### src/rtl/encoder_pkg.sv
// ----------------------------------------------------------------------------
// encoder_pkg
// Shared definitions for the registered priority event encoder.
//   ENC_FIXED / ENC_RR : selection mode encodings for the MODE parameter
//   enc_state_e        : offer-FSM state (StOffer is the valid flag)
//   idx_width()        : index width for an N-line encoder (minimum 1)
// ----------------------------------------------------------------------------
package encoder_pkg;

   localparam int unsigned ENC_FIXED = 0;
   localparam int unsigned ENC_RR    = 1;

   typedef enum logic [0:0] {
      StIdle  = 1'b0,
      StOffer = 1'b1
   } enc_state_e;

   function automatic int unsigned idx_width(input int unsigned n);
      return (n <= 2) ? 1 : $clog2(n);
   endfunction

endpackage

### src/rtl/pri_find_first.sv
// ----------------------------------------------------------------------------
// pri_find_first
// Combinational circular first-set search over an N-bit vector.
// The scan starts just past 'start' in the chosen direction and wraps, so
// 'start' itself is checked last.
//   ASCEND=1 : start+1, start+2, ... N-1, 0, ...   (round-robin)
//   ASCEND=0 : start-1, start-2, ... 0, N-1, ...   (start=0 -> highest index)
// Ports:
//   vec   in  N   candidate vector
//   start in  IW  scan pointer
//   idx   out IW  first set position found (0 when none)
//   found out 1   vec has at least one set bit
// ----------------------------------------------------------------------------
module pri_find_first #(
   parameter int unsigned N      = 8,
   parameter int unsigned IW     = 3,
   parameter bit          ASCEND = 1'b0
) (
   input  logic [N-1:0]  vec,
   input  logic [IW-1:0] start,
   output logic [IW-1:0] idx,
   output logic          found
);

   int unsigned     w_pos;
   logic [IW-1:0]   w_pos_idx;

   always_comb begin
      idx       = '0;
      found     = 1'b0;
      w_pos     = 0;
      w_pos_idx = '0;
      for (int unsigned k = 0; k < N; k++) begin
         if (ASCEND) w_pos = 32'(start) + 1 + k;
         else        w_pos = 32'(start) + N - 1 - k;
         // start < N and k < N, so a single subtraction wraps the position
         if (w_pos >= N) w_pos = w_pos - N;
         w_pos_idx = IW'(w_pos);
         if (!found && vec[w_pos_idx]) begin
            idx   = w_pos_idx;
            found = 1'b1;
         end
      end
   end

endmodule

### src/rtl/pri_event_encoder.sv
// ----------------------------------------------------------------------------
// pri_event_encoder
// Registered priority encoder for N sticky request lines. Request pulses are
// captured into a pending register and offered one index at a time on a
// valid/ready handshake; the offered bit is removed from pending and is
// dropped for good once accepted. An offered index is never preempted.
// Ports:
//   clk      in  1   rising-edge clock
//   rst_n    in  1   async active-low reset (release synchronously to clk)
//   req      in  N   request pulses, sampled every rising edge
//   ready    in  1   consumer takes y this cycle when valid=1
//   valid    out 1   y holds an offered index
//   y        out IW  offered index
//   pending  out N   captured requests not yet offered (excludes y)
//   overflow out 1   one-cycle pulse: request hit an already pending/offered bit
// All outputs come straight from registers.
// ----------------------------------------------------------------------------
module pri_event_encoder
   import encoder_pkg::*;
#(
   parameter int unsigned N    = 8,
   parameter int unsigned MODE = ENC_FIXED,
   parameter int unsigned IW   = idx_width(N)
) (
   input  logic          clk,
   input  logic          rst_n,
   input  logic [N-1:0]  req,
   input  logic          ready,
   output logic          valid,
   output logic [IW-1:0] y,
   output logic [N-1:0]  pending,
   output logic          overflow
);

   localparam logic [N-1:0] ONE_HOT0 = {{(N-1){1'b0}}, 1'b1};

   enc_state_e    r_state;
   logic [N-1:0]  r_pending;
   logic [IW-1:0] r_y;
   logic [IW-1:0] r_ptr;
   logic          r_overflow;

   logic          w_valid;
   logic          w_accept;
   logic          w_held;
   logic [N-1:0]  w_cand;
   logic [N-1:0]  w_y_mask;
   logic [N-1:0]  w_held_mask;
   logic [N-1:0]  w_sel_mask;
   logic [IW-1:0] w_start;
   logic [IW-1:0] w_sel;
   logic          w_found;
   logic          w_ovf;

   assign w_valid  = (r_state == StOffer);
   assign w_accept = w_valid & ready;
   assign w_held   = w_valid & ~ready;
   assign w_cand   = r_pending | req;

   assign w_y_mask    = ONE_HOT0 << r_y;
   assign w_held_mask = w_held ? w_y_mask : '0;
   assign w_sel_mask  = ONE_HOT0 << w_sel;

   // On an accept the pointer moves to the accepted index in the same edge,
   // so the back-to-back pick must already scan from y rather than old ptr.
   assign w_start = (MODE == ENC_RR) ? (w_accept ? r_y : r_ptr) : '0;

   pri_find_first #(
      .N      (N),
      .IW     (IW),
      .ASCEND (MODE == ENC_RR)
   ) u_find (
      .vec   (w_cand),
      .start (w_start),
      .idx   (w_sel),
      .found (w_found)
   );

   // Duplicate request: bit already pending, or currently offered and held.
   // An accepted bit re-requested in the same cycle is a fresh event.
   assign w_ovf = |(req & (r_pending | w_held_mask));

   always_ff @(posedge clk or negedge rst_n) begin
      if (!rst_n) begin
         r_state    <= StIdle;
         r_pending  <= '0;
         r_y        <= '0;
         r_ptr      <= IW'(N - 1);
         r_overflow <= 1'b0;
      end else begin
         r_overflow <= w_ovf;
         unique case (r_state)
            StIdle: begin
               if (w_found) begin
                  r_y       <= w_sel;
                  r_pending <= w_cand & ~w_sel_mask;
                  r_state   <= StOffer;
               end else begin
                  r_pending <= w_cand;
               end
            end
            StOffer: begin
               if (w_accept) begin
                  if (MODE == ENC_RR) r_ptr <= r_y;
                  if (w_found) begin
                     r_y       <= w_sel;
                     r_pending <= w_cand & ~w_sel_mask;
                  end else begin
                     r_pending <= w_cand;
                     r_state   <= StIdle;
                  end
               end else begin
                  // Held: y is locked, a repeat request for it is absorbed
                  r_pending <= w_cand & ~w_y_mask;
               end
            end
            default: r_state <= StIdle;
         endcase
      end
   end

   assign valid    = w_valid;
   assign y        = r_y;
   assign pending  = r_pending;
   assign overflow = r_overflow;

endmodule

### config.mk
export PLATFORM = sky130hd
export DESIGN_NAME = pri_event_encoder
export DESIGN_NICKNAME = d
export VERILOG_FILES = /design/src/rtl/encoder_pkg.sv /design/src/rtl/pri_find_first.sv /design/src/rtl/pri_event_encoder.sv
export SDC_FILE = /design/constraint.sdc
export NUM_CORES = 1
export LEC_CHECK = 0
export ABC_AREA = 1
export BUFFER_PORTS_ARGS = -buffer_cell sky130_fd_sc_hd__buf_2
export CAP_MARGIN = 20
export CORE_MARGIN = 1.5
export CORE_UTILIZATION = 45
export DETAILED_ROUTE_END_ITERATION = 8
export MAX_ROUTING_LAYER = met4
export PLACE_DENSITY_LB_ADDON = 0.08
export SETUP_SLACK_MARGIN = 0.02
export SLEW_MARGIN = 20
export SYNTH_ARGS = -nofsm -noshare
export SYNTH_HDL_FRONTEND = slang
export SYNTH_SLANG_ARGS = --single-unit
### constraint.sdc
create_clock -name clk -period 1.5 [get_ports clk]
set_clock_uncertainty 0.1 [all_clocks]
set_input_delay 0.3 -clock clk [delete_from_list [all_inputs] [get_ports clk]]
set_output_delay 0.3 -clock clk [all_outputs]
set_load 0.01 [all_outputs]
==> impl_metrics.json <==
{
  "status": "finished clean",
  "drc": 0,
  "crit_fanout": 8,
  "synth_cells": 118,
  "leakagePower_nw": 0.554,
  "worst_pin_slew_ns": 0.311,
  "root_buffer": "clkbuf_4",
  "min_to": "valid$_DFF_PN0_",
  "path_clk_slew_ns": 0.09,
  "drive_above_1_share_pct": 37.0,
  "ys_async_sr_fraction_pct": 100,
  "initial_core_util_pct": 49.5,
  "hold_viol_final": 0,
  "place.gp.congestion": 0.797,
  "synthFlopType": "dfrtp_1",
  "h-tree-depth": 1,
  "rsz0062_at_grt": "true",
  "viasPerCell": 5.10,
  "routedWlPerCell_um": 12.2,
  "finalWirelength_um": 2090,
  "yosys_warnings": 0,
  "area_growth_syn_to_layout_pct": 25.1,
  "synth_most_common_cell": "nand2_1",
  "synth_top_area_share_pct": 36.8,
  "hold_start": "req[0]",
  "min_path_cells": 3,
  "worstSetupPathType": "flop to flop",
  "grt_pass1_vias": 763,
  "min_path_type": "primary input to flop",
  "cts_sinks": 13,
  "synth_edf_count": 0,
  "grt_pass1_wl_um": 3210,
  "reg2reg_from": "pending[4]$_DFF_PN0_",
  "rr_worst_depth": 8,
  "yosysUniqueCellTypes": 27,
  "ant_nets": 0,
  "antenna_found_initial": 0,
  "ys_seq_area_share_pct": 36.8,
  "setup_viol": 0,
  "clkLatencyLatePin_ns": 0.28,
  "max_slew_margin_pct": 79.2,
  "drv_slew": 0,
  "grt_start_max_net_pins": 14,
  "critPathLaunchType": "flop",
  "die-area_mm2": 0.00224,
  "cts_made_buffers": 3,
  "core_area_mm2": 0.00178,
  "drv_cap": 0,
  "synth_area_leaders": "dfrtp_1 (37%), nand2_1 (11%), nor2_4 (6.4%)",
  "nets": 158,
  "syn-num-nets": 129,
  "grtUsageTotal_pct": 21.7,
  "end_kind": "flop",
  "cts_buffer_depth": 2,
  "cp.required_ns": 1.58,
  "fin_crit_sh_pct": 96.3,
  "die_w_um": 47.3,
  "num_vias": 872,
  "dpl_cell_area_mm2": 0.00102,
  "rows": 15,
  "yosys.area.top_type": "dfrtp_1",
  "io_pins": 24,
  "first_pass_iters": 4,
  "io_buffers": 23,
  "r2r-end": "y[0]$_DFFE_PN0P_",
  "die_y_um": 47.3,
  "cp.arrival_ns": 1.52,
  "fin_util_pct": 62.0,
  "antenna_cells": 0,
  "ir_drop_mv": 0.525,
  "netlist_area_um2": 883,
  "cellPowerDensity_mw_per_mm2": 793,
  "synthTopCellsByCount": "nand2_1 (26), dfrtp_1 (13), nor2_1 (13), inv_1 (12), nand3_1 (10)",
  "max_freq_ghz": 0.692,
  "gr-total-overflow": 0,
  "syn_area_per_cell_um2": 7.49,
  "tritoncts": "yes",
  "fin_crit_ns": 1.44,
  "reg2reg_slack_ns": 0.06,
  "fin_area_mm2": 0.00110,
  "post-dp-hpwl_um": 1560,
  "ys_ff_latch": 13,
  "drt_iter0_markers": 12
}
==> timing repair <==
item / 4_1_cts / 5_1_grt
buffers inserted: 0 / 1
hold buffers: 1 / 0
hold endpoints to repair: 13 / 0
setup endpoints to repair: 0 / 5
gates resized for setup: 0 / 9
==> layout make-up <==
type | count | area [um^2]
clock buffer | 4 | 26.3
inverter | 17 | 63.8
multi-input combinational | 87 | 524
fill | 173 | 678
tap | 25 | 31.3
timing repair buffer | 25 | 133
sequential | 13 | 327
==> through the flow <==
step | power [mW] | hold slack [ns] | setup TNS [ns] | setup slack [ns] | cells
floorplan | 0.563 | -0.0956 | 0 | 0.144 | 118
global placement | 0.644 | 0.107 | 0 | 0.0430 | 165
detailed placement | 0.646 | 0.109 | 0 | 0.0612 | 165
CTS | 0.870 | 0.190 | 0 | 0.0415 | 170
global route | 0.938 | 0.206 | -0.0809 | -0.0393 | 171
finish | 0.876 | 0.196 | 0 | 0.0551 | 171
==> kinds of logic (layout without fill, tap and decap cells) <==
kind of cell | count (synthesis) | in the layout | synth area share [%]
buffers and inverters | 18 | 46 | 7.79
AOI/OAI and AO/OA | 16 | 16 | 11.5
and+or+nand+nor | 71 | 71 | 43.9
DFF | 13 | 13 | 36.8
==> sequential cells by signal, indices dropped and copies added (netlist names) <==
name / flops
y: 3
valid: 1
pending: 8
overflow: 1
==> metal layers <==
layer / routed length, um / share of wire (%) / vias to the layer above / track usage (%)
li1: - / - / 441 / -
met1: 959 / 46 / 394 / 28.2
met2: 989 / 47 / 33 / 33.5
met3: 110 / 5.3 / 4 / 3.46
met4: 31 / 1.5 / 0 / 8.33
met5: 0 / 0 / - / -
==> where the power goes <==
| part | leakage, nW | switching (mW) | internal (mW) | total, mW |
|---|---|---|---|---|
| clock network | 0.0150 | 0.123 | 0.103 | 0.226 |
| registers | 0.133 | 0.0384 | 0.380 | 0.418 |
| logic | 0.406 | 0.142 | 0.0895 | 0.231 |
==> worst max path at each step <==
stage          cells past startpoint                to                 start
3_3_place_gp                       8  y[1]$_DFFE_PN0P_  pending[6]$_DFF_PN0_
3_5_place_dp                       8  y[1]$_DFFE_PN0P_  pending[4]$_DFF_PN0_
2_1_floorplan                      8  y[0]$_DFFE_PN0P_  pending[6]$_DFF_PN0_
4_1_cts                            8  y[1]$_DFFE_PN0P_  pending[6]$_DFF_PN0_
5_1_grt                            8  y[0]$_DFFE_PN0P_  pending[4]$_DFF_PN0_
6_report                           8  y[0]$_DFFE_PN0P_  pending[4]$_DFF_PN0_
==> cells in the final DEF, fill, tap and decap left out <==
| cell type | netlist | final |
|---|---|---|
| a21oi_1 | 2 | 2 |
| nand4_2 | 1 | 1 |
| a31oi_1 | 1 | 1 |
| nand3b_1 | 1 | 1 |
| buf_4 | 0 | 1 |
| inv_1 | 12 | 12 |
| clkbuf_4 | 0 | 3 |
| nand3_1 | 10 | 7 |
| o21bai_2 | 1 | 1 |
| a211oi_1 | 1 | 1 |
| nor2_4 | 5 | 7 |
| dfrtp_1 | 13 | 12 |
| nor2_1 | 13 | 12 |
| nand2_4 | 2 | 3 |
| nand4_1 | 1 | 1 |
| o21ai_0 | 4 | 4 |
| o211ai_1 | 1 | 1 |
| o21ai_1 | 3 | 3 |
| nand2_2 | 2 | 2 |
| nor2_8 | 1 | 1 |
| a311oi_1 | 1 | 1 |
| clkbuf_1 | 0 | 1 |
| a21boi_1 | 1 | 1 |
| inv_2 | 5 | 5 |
| buf_2 | 1 | 23 |
| dfrtp_2 | 0 | 1 |
| nor2_2 | 3 | 2 |
| o21bai_1 | 1 | 1 |
| nand2_1 | 26 | 25 |
| nand3_2 | 1 | 4 |
| nor3_1 | 5 | 5 |
| dlygate4sd3_1 | 0 | 1 |
==> critical path: stages, from the launching register on <==
cell     delay, ns
dfrtp_1       0.43
nor2_4        0.15
nand2_4       0.08
nor2_8        0.16
nand3_2       0.10
nor2_4        0.13
nand2_2       0.07
nand3_2       0.07
nand2_1       0.05
No activity file was read; power rests on OpenSTA's default activity.
